==> config.mk <==
export PLATFORM = sky130hd
export DESIGN_NAME = pc_sequencer
export DESIGN_NICKNAME = d
export VERILOG_FILES = /design/src/rtl/musa_pkg.sv /design/src/rtl/pc_sequencer.sv
export SDC_FILE = /design/constraint.sdc
export NUM_CORES = 1
export LEC_CHECK = 0
export CAP_MARGIN = 20
export CORE_ASPECT_RATIO = 1.5
export CORE_MARGIN = 10
export CORE_UTILIZATION = 23
export CTS_CLUSTER_DIAMETER = 40
export CTS_CLUSTER_SIZE = 40
export DETAILED_ROUTE_END_ITERATION = 8
export DONT_BUFFER_PORTS = 1
export SKIP_LAST_GASP = 1
export SYNTH_ARGS = -nofsm -noshare
export SYNTH_HDL_FRONTEND = slang
export SYNTH_SLANG_ARGS = --single-unit
==> constraint.sdc <==
create_clock -name clk_i -period 2.6 [get_ports clk_i]
set_input_delay 0.26 -clock clk_i [delete_from_list [all_inputs] [get_ports clk_i]]
set_output_delay 0.26 -clock clk_i [all_outputs]
set_load 0.01 [all_outputs]
==> src/rtl/musa_pkg.sv <==
// Shared MUSA core definitions: address width, reset vector and the
// fetch sequencer state encoding.
package musa_pkg;

  localparam int unsigned MUSA_ADDR_W     = 32;
  localparam logic [31:0] MUSA_RESET_ADDR = 32'h0000_0000;

  typedef enum logic [2:0] {
    ST_BOOT     = 3'd0,
    ST_FETCH    = 3'd1,
    ST_WAIT_MEM = 3'd2,
    ST_FLUSH    = 3'd3,
    ST_HALTED   = 3'd4
  } pc_sequencer_state_t;

endpackage

==> src/rtl/pc_sequencer.sv <==
// Fetch-side PC controller: owns the PC, issues req/ready fetches to
// instruction memory, applies EX redirects, hazard stalls and decode halts,
// and drives the IF/ID flush.
module pc_sequencer
  import musa_pkg::*;
#(
  parameter int unsigned           ADDR_WIDTH = MUSA_ADDR_W,
  parameter logic [ADDR_WIDTH-1:0] RESET_ADDR = ADDR_WIDTH'(MUSA_RESET_ADDR)
) (
  input  logic                  clk_i,
  input  logic                  rst_ni,
  input  logic                  stall_i,
  input  logic                  halt_i,
  input  logic                  redirect_valid_i,
  input  logic [ADDR_WIDTH-1:0] redirect_target_i,
  input  logic                  imem_ready_i,
  output logic                  imem_req_o,
  output logic [ADDR_WIDTH-1:0] imem_addr_o,
  output logic                  fetch_valid_o,
  output logic [ADDR_WIDTH-1:0] fetch_pc_o,
  output logic                  flush_o,
  output logic                  halted_o
);

  localparam logic [ADDR_WIDTH-1:0] ONE = {{(ADDR_WIDTH-1){1'b0}}, 1'b1};

  pc_sequencer_state_t   state_q;
  logic [ADDR_WIDTH-1:0] pc_q;
  logic                  pend_q;
  logic [ADDR_WIDTH-1:0] pend_tgt_q;
  logic                  fetch_valid_q;
  logic [ADDR_WIDTH-1:0] fetch_pc_q;
  logic                  flush_q;
  logic                  halted_q;

  // Request is live in FETCH unless stalled; an outstanding transaction in
  // WAIT_MEM must complete, so stall cannot drop it there.
  assign imem_req_o    = (state_q == ST_WAIT_MEM) ||
                         ((state_q == ST_FETCH) && !stall_i);
  assign imem_addr_o   = pc_q;
  assign fetch_valid_o = fetch_valid_q;
  assign fetch_pc_o    = fetch_pc_q;
  assign flush_o       = flush_q;
  assign halted_o      = halted_q;

  // Sequencer FSM with PC, redirect capture and registered pipeline outputs.
  always_ff @(posedge clk_i or negedge rst_ni) begin
    if (!rst_ni) begin
      state_q       <= ST_BOOT;
      pc_q          <= RESET_ADDR;
      pend_q        <= 1'b0;
      pend_tgt_q    <= '0;
      fetch_valid_q <= 1'b0;
      fetch_pc_q    <= '0;
      flush_q       <= 1'b0;
      halted_q      <= 1'b0;
    end else begin
      fetch_valid_q <= 1'b0;
      flush_q       <= 1'b0;
      unique case (state_q)
        ST_BOOT: state_q <= ST_FETCH;

        ST_FETCH: begin
          if (redirect_valid_i) begin
            // Redirect wins even over a same-cycle accept: the fetch is wrong-path.
            pc_q    <= redirect_target_i;
            state_q <= ST_FLUSH;
            flush_q <= 1'b1;
          end else if (halt_i) begin
            state_q  <= ST_HALTED;
            halted_q <= 1'b1;
          end else if (!stall_i) begin
            if (imem_ready_i) begin
              fetch_valid_q <= 1'b1;
              fetch_pc_q    <= pc_q;
              pc_q          <= pc_q + ONE;
            end else begin
              state_q <= ST_WAIT_MEM;
            end
          end
        end

        ST_WAIT_MEM: begin
          if (imem_ready_i) begin
            if (redirect_valid_i || pend_q) begin
              // Completed instruction is wrong-path; newest redirect target wins.
              pc_q    <= redirect_valid_i ? redirect_target_i : pend_tgt_q;
              state_q <= ST_FLUSH;
              flush_q <= 1'b1;
            end else begin
              fetch_valid_q <= 1'b1;
              fetch_pc_q    <= pc_q;
              pc_q          <= pc_q + ONE;
              state_q       <= ST_FETCH;
            end
          end else if (redirect_valid_i) begin
            pend_q     <= 1'b1;
            pend_tgt_q <= redirect_target_i;
          end
        end

        ST_FLUSH: begin
          pend_q <= 1'b0;
          if (redirect_valid_i) begin
            pc_q    <= redirect_target_i;
            flush_q <= 1'b1;
          end else begin
            state_q <= ST_FETCH;
          end
        end

        ST_HALTED: halted_q <= 1'b1;

        default: state_q <= ST_BOOT;
      endcase
    end
  end

endmodule

# [Word level (Yosys, flattened, before mapping)]
# Cells that the tools add are included.
[op_classes] muxes=41 n_bitwise=2 reduce_logical=16 eq_ne=20 n_addsub=1
[ops] cell="$mux W32" count=14
[ops] cell="$pmux W32 S3" count=1
[ops] cell="$pmux W32 S2" count=1
[ops] cell="$add A32 B1 Y32 const B" count=1
[ops] cell="$ne A2 B2 Y1 const B" count=11
[ops] cell="$mux W3" count=6
[ops] cell="$pmux W3 S5" count=1
[ops] cell="$mux W1" count=13
[ops] cell="$ne A3 B3 Y1 const B" count=3
[ops] cell="$ne A4 B4 Y1 const B" count=2
[ops] cell="$pmux W1 S2" count=4
[ops] cell="$reduce_and A7 Y1" count=1
[ops] cell="$eq A3 B2 Y1 const B" count=2
[ops] cell="$reduce_and A3 Y1" count=2
[ops] cell="$reduce_and A6 Y1" count=1
[ops] cell="$reduce_bool A2 Y1" count=3
[ops] cell="$reduce_and A5 Y1" count=1
[ops] cell="$eq A3 B1 Y1 const B" count=1
[ops] cell="$eq A3 B3 Y1 const B" count=1
[ops] cell="$logic_not A3 Y1" count=1
[ops] cell="$reduce_bool A3 Y1" count=1
[ops] cell="$logic_or A1 B1 Y1" count=2
[ops] cell="$mux W2" count=1
[ops] cell="$not A1 Y1" count=2
[ops] cell="4 further kinds" count=4
[word_totals] input_bits=38 reg_bits=103

# [Depth between registers and ports, before layout]
# Gate-level depths: netlist of run 1.
[depth] ltp_word=6 ltp_mapped=8 mapped_depth_nobuf=7

# [Worst setup path before layout of run 1]
# OpenSTA, ideal clock, no wires.
[synth_path] kind="register -> register" start="reg pc_q[2], in the netlist imem_addr_o[2]" end="reg pc_q[29], in the netlist imem_addr_o[29]" path_buffers=1 arrival_ns=2.098 setup_slack_ns=0.402 path_stages_with_launch=8 path_cell_list="dfrtp_1 buf_2 and4_1 nand4_1 or4_4 o21ai_1 o211ai_1 a311oi_1"
[synth_via] elab_chain_cells=6 word_cells_on_any_way=8
[synth_lines] element="start, declared" line_no="pc_sequencer.sv:28" text="logic [ADDR_WIDTH-1:0] pc_q;"
[synth_lines] element="start signal, assigned" line_no="pc_sequencer.sv:66" text="pc_q <= redirect_target_i;"
[synth_lines] element="start signal, assigned" line_no="pc_sequencer.sv:76" text="pc_q <= pc_q + ONE;"
[synth_lines] element="start signal, assigned" line_no="pc_sequencer.sv:87" text="pc_q <= redirect_valid_i ? redirect_target_i : pend_tgt_q;"
[synth_lines] element="$add A32 B1 Y32 (*)" line_no="pc_sequencer.sv:76, pc_sequencer.sv:93"
[synth_lines] element="$mux W32" line_no="pc_sequencer.sv:73" text="if (imem_ready_i) begin"
[synth_lines] element="$mux W32" line_no="pc_sequencer.sv:72" text="end else if (!stall_i) begin"
[synth_lines] element="$mux W32" line_no="pc_sequencer.sv:69" text="end else if (halt_i) begin"
[synth_lines] element="$mux W32" line_no="pc_sequencer.sv:64" text="if (redirect_valid_i) begin"
[synth_lines] element="$pmux W32 S3 (*)" line_no="pc_sequencer.sv:60" text="unique case (state_q)"
# Every way passes the cells marked *; elsewhere a longest branch is shown, timed or not. The select of a mux whose other input is x is not followed.
# A chain may end at the register's enable or synchronous reset.

# [Worst setup path in the final report of run 1]
[layout_path] start="reg state_q[1]" end="reg pc_q[25], in the netlist imem_addr_o[25]"
[layout_via] elab_chain_cells=3 word_cells_on_any_way=11
[layout_lines] element="start, declared" line_no="pc_sequencer.sv:27" text="pc_sequencer_state_t state_q;"
[layout_lines] element="start signal, assigned" line_no="pc_sequencer.sv:49" text="state_q <= ST_BOOT;"
[layout_lines] element="start signal, assigned" line_no="pc_sequencer.sv:61" text="ST_BOOT: state_q <= ST_FETCH;"
[layout_lines] element="start signal, assigned" line_no="pc_sequencer.sv:67" text="state_q <= ST_FLUSH;"
[layout_lines] element="$eq A3 B1 Y1 or $eq A3 B2 Y1 (tied branches)" line_no="pc_sequencer.sv:60"
[layout_lines] element="$ne A3 B3 Y1 (no source line), or another cell as far along"
[layout_lines] element="$reduce_and A6 Y1 (no source line)"
# Several ways; a longest one is shown, not always the timed one.

==> results of run 1 <==
[power groups by stage]
stage	clock network [mW]	registers, mW	logic [mW]
2_1_floorplan	0	3.13	2.41
3_3_place_gp	0	3.18	3.80
3_5_place_dp	0	3.21	3.85
4_1_cts	1.47	3.18	3.86
5_1_grt	1.52	3.27	4.25
6_report	1.42	3.15	3.85
[flip-flops by register name, indices dropped and copies added (netlist names)]
register       flops
fetch_pc_o        32
imem_addr_o       32
pend_tgt_q        32
state_q            3
fetch_valid_o      1
flush_o            1
halted_o           1
pend_q             1
[logic make-up after synthesis]
kind of cell    share of synthesized area
simple gates                        0.191
compound gates                      0.188
flops                               0.433
mux                                 0.130
buf+inv                            0.0402
xor+xnor                           0.0162
fa+ha+maj                         0.00210
[worst max-delay path: stages, from the launching register on]
cell       delay, ps
dfrtp_1          380
or4b_1           590
a211o_1          380
or3_1            420
a2111oi_0        420
or3_1            170
[final timing paths]
kind	start	endpoint	slack, ps	depth (start not counted)
hold reg to reg	state_q[2]	flush_o	500	1
setup reg to reg	state_q[1]	imem_addr_o[25]	180	5
min in group clk_i	redirect_target_i[19]	pend_tgt_q[19]	30	1
max in group asynchronous	rst_ni	imem_addr_o[20]	2780	0
setup / recovery	state_q[1]	imem_addr_o[25]	180	5
hold / removal	rst_ni	fetch_pc_o[3]	-410	0
[cell type report]
| class | instances | area (um^2) |
|---|---|---|
| inverters | 10 | 37.5 |
| fillers | 2690 | 18700 |
| clock inverters | 7 | 70.1 |
| multi-input cells | 481 | 3170 |
| flip-flops and latches | 103 | 2580 |
| well taps | 333 | 417 |
| clock buffers | 9 | 225 |
| repair buffers | 64 | 493 |
[timing repair]
item	CTS	global route
endpoints found under the setup margin	0	1
setup buffers	0	0
endpoints found under the hold margin	103	103
gates resized for setup	0	2
[stage by stage]
stage / utilization / instances / setup WS [ps] / total power, mW
after floorplan: - / 645 / 402 / 5.54
after global placement: 0.260 / 991 / 255 / 6.98
after detailed placement: 0.260 / 991 / 200 / 7.06
after CTS: 0.272 / 1007 / 186 / 8.51
after global routing: 0.272 / 1007 / 87.0 / 9.05
final: 0.272 / 1007 / 181 / 8.42
[cell usage in the layout (no fill, tap or decap), drive strengths merged, types with 7 or more instances in the layout]
cell type	Yosys	routed
and3	12	12
a21oi	39	39
nand4	8	8
nand2	73	73
buf	14	64
mux2	64	64
a211oi	10	10
o21ai	45	45
a31oi	12	12
nor2	39	39
or3	10	10
nor4	9	9
inv	10	12
clkbuf	37	9
nor3	9	9
dfrtp	103	103
o31ai	7	7
nand3	32	32
[metal layers]
| layer | track usage | vias to the layer above |
|---|---|---|
| met5 | 0 | - |
| met1 | 0.141 | 2663 |
| met3 | 0.0484 | 51 |
| met2 | 0.218 | 243 |
| met4 | 0.0666 | 2 |
| li1 | - | 2438 |
==> flow_summary.toml, run 1 <==
[critical_path]
arrival_ps = 2730
path_class = "register to register"
crit_fanout = 4
startpoint_type = "register"
required_ps = 2910
crit_path_end_kind = "register"

[yosys]
synth.most_common_cell = "dfrtp_1"
synthArstFlopShare = 1.00
synth_edf_count = 0
yosysTopAreaCell = "dfrtp_1"
synth_area_um2 = 5950
yosysWarnings = 0
synth_common_cells = "103 x dfrtp_1, 73 x nand2_1, 64 x mux2_2"
ys_types = 59
avgSynthCellArea_um2 = 9.23
synth-main-ff-cell = "dfrtp_1"
synthCells = 645
synth.area.top_cells = "dfrtp_1 43%, mux2_2 12%, nand2_1 4.6%"
ys_seq_area_frac = 0.433
synth_top_area_frac = 0.433
synth-seq-cells = 103
synth_nets = 684

[sta]
hold_ws_ps = -411
rsz0062_at_grt = "no"
fmax_mhz = 413
fin_crit_ps = 2420
drv_slew = 0
finalHoldViolations = 103
skew_ps = 11.6
finalSetupViolCount = 0
worst_slew_pin_slew_ps = 663
finalCritPeriodShare = 0.931
slew_headroom = 0.556
finalSetupTns_ps = 0

[cts]
clock_latency_ps = 370
root_buffer = "clkbuf_16"
cts_tree = "done"
clkTransAtPathRegs_ps = 80
clock-sinks = 103
htreeDepth = 3
numCtsBuffers = 9
clockBufferDepth = 2

[global_routing]
grt_pass1_wl_mm = 32.9
grt_max_degree = 104
grt_pass1_vias = 5315
grt_usage = 0.131
antenna_found_initial = 1
overflow = 0

[power_and_ir_drop]
switching_power_mw = 3.65
pwr-share-clk = 0.168
seq_power_share = 0.374
p_per_area_nw_per_um2 = 1210
sw_frac_of_total = 0.433
vdd.ir_drop.worst_v = 0.000425
total_leakage_power_nw = 2.83
p_int_mw = 4.78
p_comb_frac = 0.457

[route]
ant_nets = 0
topRoutingLayerUsed = "met5"
drtPass1Iterations = 7
wl_met1_mm = 7.86
avgRoutedWirePerCell_um = 21.3
via_count = 5397
drt-initial-drc-count = 428
routed_wl_mm = 21.5
met2RoutedLength_mm = 10.8
wl_met3_mm = 2.04
drc = 0
via_per_inst = 5.36

[floorplanning]
rows = 72
pin_count = 106
die_area_um2 = 32800
die_x_um = 151
dieHeight_um = 217
initial_core_util = 0.232
coreArea_um2 = 25700

[placement]
placed_area_um2 = 6690
place_congestion = 0.894
io_buffers = 0
dp_hpwl_mm = 15.8

[layout]
diodes = 0
finalInstanceArea_um2 = 6990
fin_nets = 708
drive_above_1_share = 0.231
area_delta_synth_final_pct = 17.4

[outcome]
violations = "negative hold slack"
outcome = "finished with violations"

[min_path]
hp-class = "input pin to async pin"

[flow_run]
cap_violations = 0
Note: power is estimated with default switching activity, not from simulation.
==> inputs of run 2 (changes only) <==
- CORE_UTILIZATION: 23 -> 59
- CTS_BUF_LIST: unset -> sky130_fd_sc_hd__clkbuf_16
- PLACE_DENSITY: unset -> 0.75
==> run 2 against run 1 <==
Clock skew fell by 3.8 ps. Combinational power down 9.1%. Largest power group unchanged. Critical path type unchanged. Worst setup slack worse by 100 ps. The flow still finishes with violations (negative hold slack).
==> flow_summary.toml, run 2 (synthesized netlist as in run 1, its figures left out) <==
[layout]
drive_above_1_share = 0.211
fin_nets = 689
n_fill_cell = 809
final_common_cell = "dfrtp_1"
final_cell_mix = "103 x dfrtp_1, 73 x nand2_1, 64 x mux2_2, 43 x o21ai_0, 42 x buf_4"
fin_cells = 770
multi_input_area_um2 = 3170
area_delta_synth_final_pct = 11.0
ff_latch_area_um2 = 2580
diodes = 0

[sta]
hold_ws_ps = -398
fmax_mhz = 396
skew_ps = 7.86
finalSetupViolCount = 0
fin_crit_ps = 2520
drv_slew = 0
rsz0062_at_grt = "no"
finalSetupTns_ps = 0
finalCritPeriodShare = 0.970
worst_slew_pin_slew_ps = 572
finalHoldViolations = 103
slew_headroom = 0.617

[route]
ant_nets = 0
avgRoutedWirePerCell_um = 22.9
drt-initial-drc-count = 444
routed_wl_mm = 17.7
drc = 0
drtPass1Iterations = 6
via_count = 5367
via_per_inst = 6.97

[placement]
io_buffers = 0
dp_cells = 753
dp_hpwl_mm = 12.1
place_congestion = 0.956

[critical_path]
rr_startpoint = "state_q[1]"
crit_fanout = 16
path_class = "register to register"
crit_path_end_kind = "register"
crit_start = "state_q[1]"
rr_worst_depth = 7
worstReg2RegEnd = "imem_addr_o[29]"
r2r_slack_ps = 80
required_ps = 2800
startpoint_type = "register"
arrival_ps = 2730

[min_path]
hp-class = "input pin to async pin"

[floorplanning]
die_x_um = 102
dieHeight_um = 143
coreArea_um2 = 9800
initial_core_util = 0.607
pin_count = 106
rows = 44
die_area_um2 = 14600

[cts]
clock-sinks = 103
cts_tree = "done"
root_buffer = "clkbuf_16"
postCtsSetupBuffers = 0
clkTransAtPathRegs_ps = 70
numCtsBuffers = 9
clock_latency_ps = 350
htreeDepth = 3
clockBufferDepth = 2

[power_and_ir_drop]
total_leakage_power_nw = 2.75
vdd.ir_drop.worst_v = 0.000681
p_per_area_nw_per_um2 = 1230

[global_routing]
antenna_found_initial = 0
grt_pass1_wl_mm = 27.9
grt_max_degree = 104
grt_usage = 0.239
overflow = 0
grt_pass1_vias = 5270

[outcome]
outcome = "finished with violations"
violations = "negative hold slack"

[flow_run]
cap_violations = 0
==> run 2: layer usage <==
layer  track usage  routed length [um]  up-vias
met3        0.0633                1820       49
li1              -                   -     2418
met1         0.287                6640     2591
met5             0                   0        -
met4         0.108                 523        0
met2         0.391                8680      309
==> run 2: power by group <==
group | total (mW) | leakage [nW] | switching [mW] | internal (mW)
registers | 3.28 | 1.25 | 0.903 | 2.38
logic | 3.50 | 1.36 | 1.96 | 1.54
clock network | 1.33 | 0.148 | 0.589 | 0.740
total | 8.11 | 2.75 | 3.45 | 4.66
==> run 2: worst max-delay path by stage <==
stage                      endpoint  slack, ps  cells after the start
finish              imem_addr_o[29]         80                      7
global route        imem_addr_o[29]         30                      7
CTS                 imem_addr_o[29]         80                      7
detailed placement  imem_addr_o[29]        110                      7
global placement    imem_addr_o[28]        200                      7
floorplan           imem_addr_o[29]        400                      7
==> run 2: stage by stage <==
| step | instance area (um^2) | util | setup WS, ps | power (mW) | hold WS (ps) |
|---|---|---|---|---|---|
| 2_1_floorplan | 5950 | - | 402 | 5.54 | -35.6 |
| 3_3_place_gp | 6270 | 0.640 | 202 | 6.59 | -32.3 |
| 3_5_place_dp | 6270 | 0.640 | 113 | 6.75 | -31.9 |
| 4_1_cts | 6560 | 0.669 | 80.0 | 8.09 | -402 |
| 5_1_grt | 6600 | 0.674 | 27.3 | 8.64 | -408 |
| 6_report | 6600 | 0.674 | 76.9 | 8.11 | -398 |
==> run 2: critical path, stage by stage, from the launching register on <==
cell       delay [ps]
dfrtp_1           370
or4b_1            580
a211o_2           460
buf_4             220
a2111oi_0         420
o21ai_1           130
o211ai_1          110
a311oi_1           70
==> run 2: area by class of cell <==
| type | count | area share |
|---|---|---|
| Multi-Input combinational cell | 481 | 0.480 |
| Sequential cell | 103 | 0.390 |
| Timing Repair Buffer | 45 | 0.0580 |
| Clock buffer | 9 | 0.0341 |
| Tap cell | 115 | 0.0218 |
| Clock inverter | 7 | 0.00985 |
| Inverter | 10 | 0.00569 |
==> run 2: what timing repair did <==
action / CTS / global route
hold endpoints to repair: 103 / 103
gates resized for setup: 0 / 4
endpoints found under the setup margin: 0 / 7
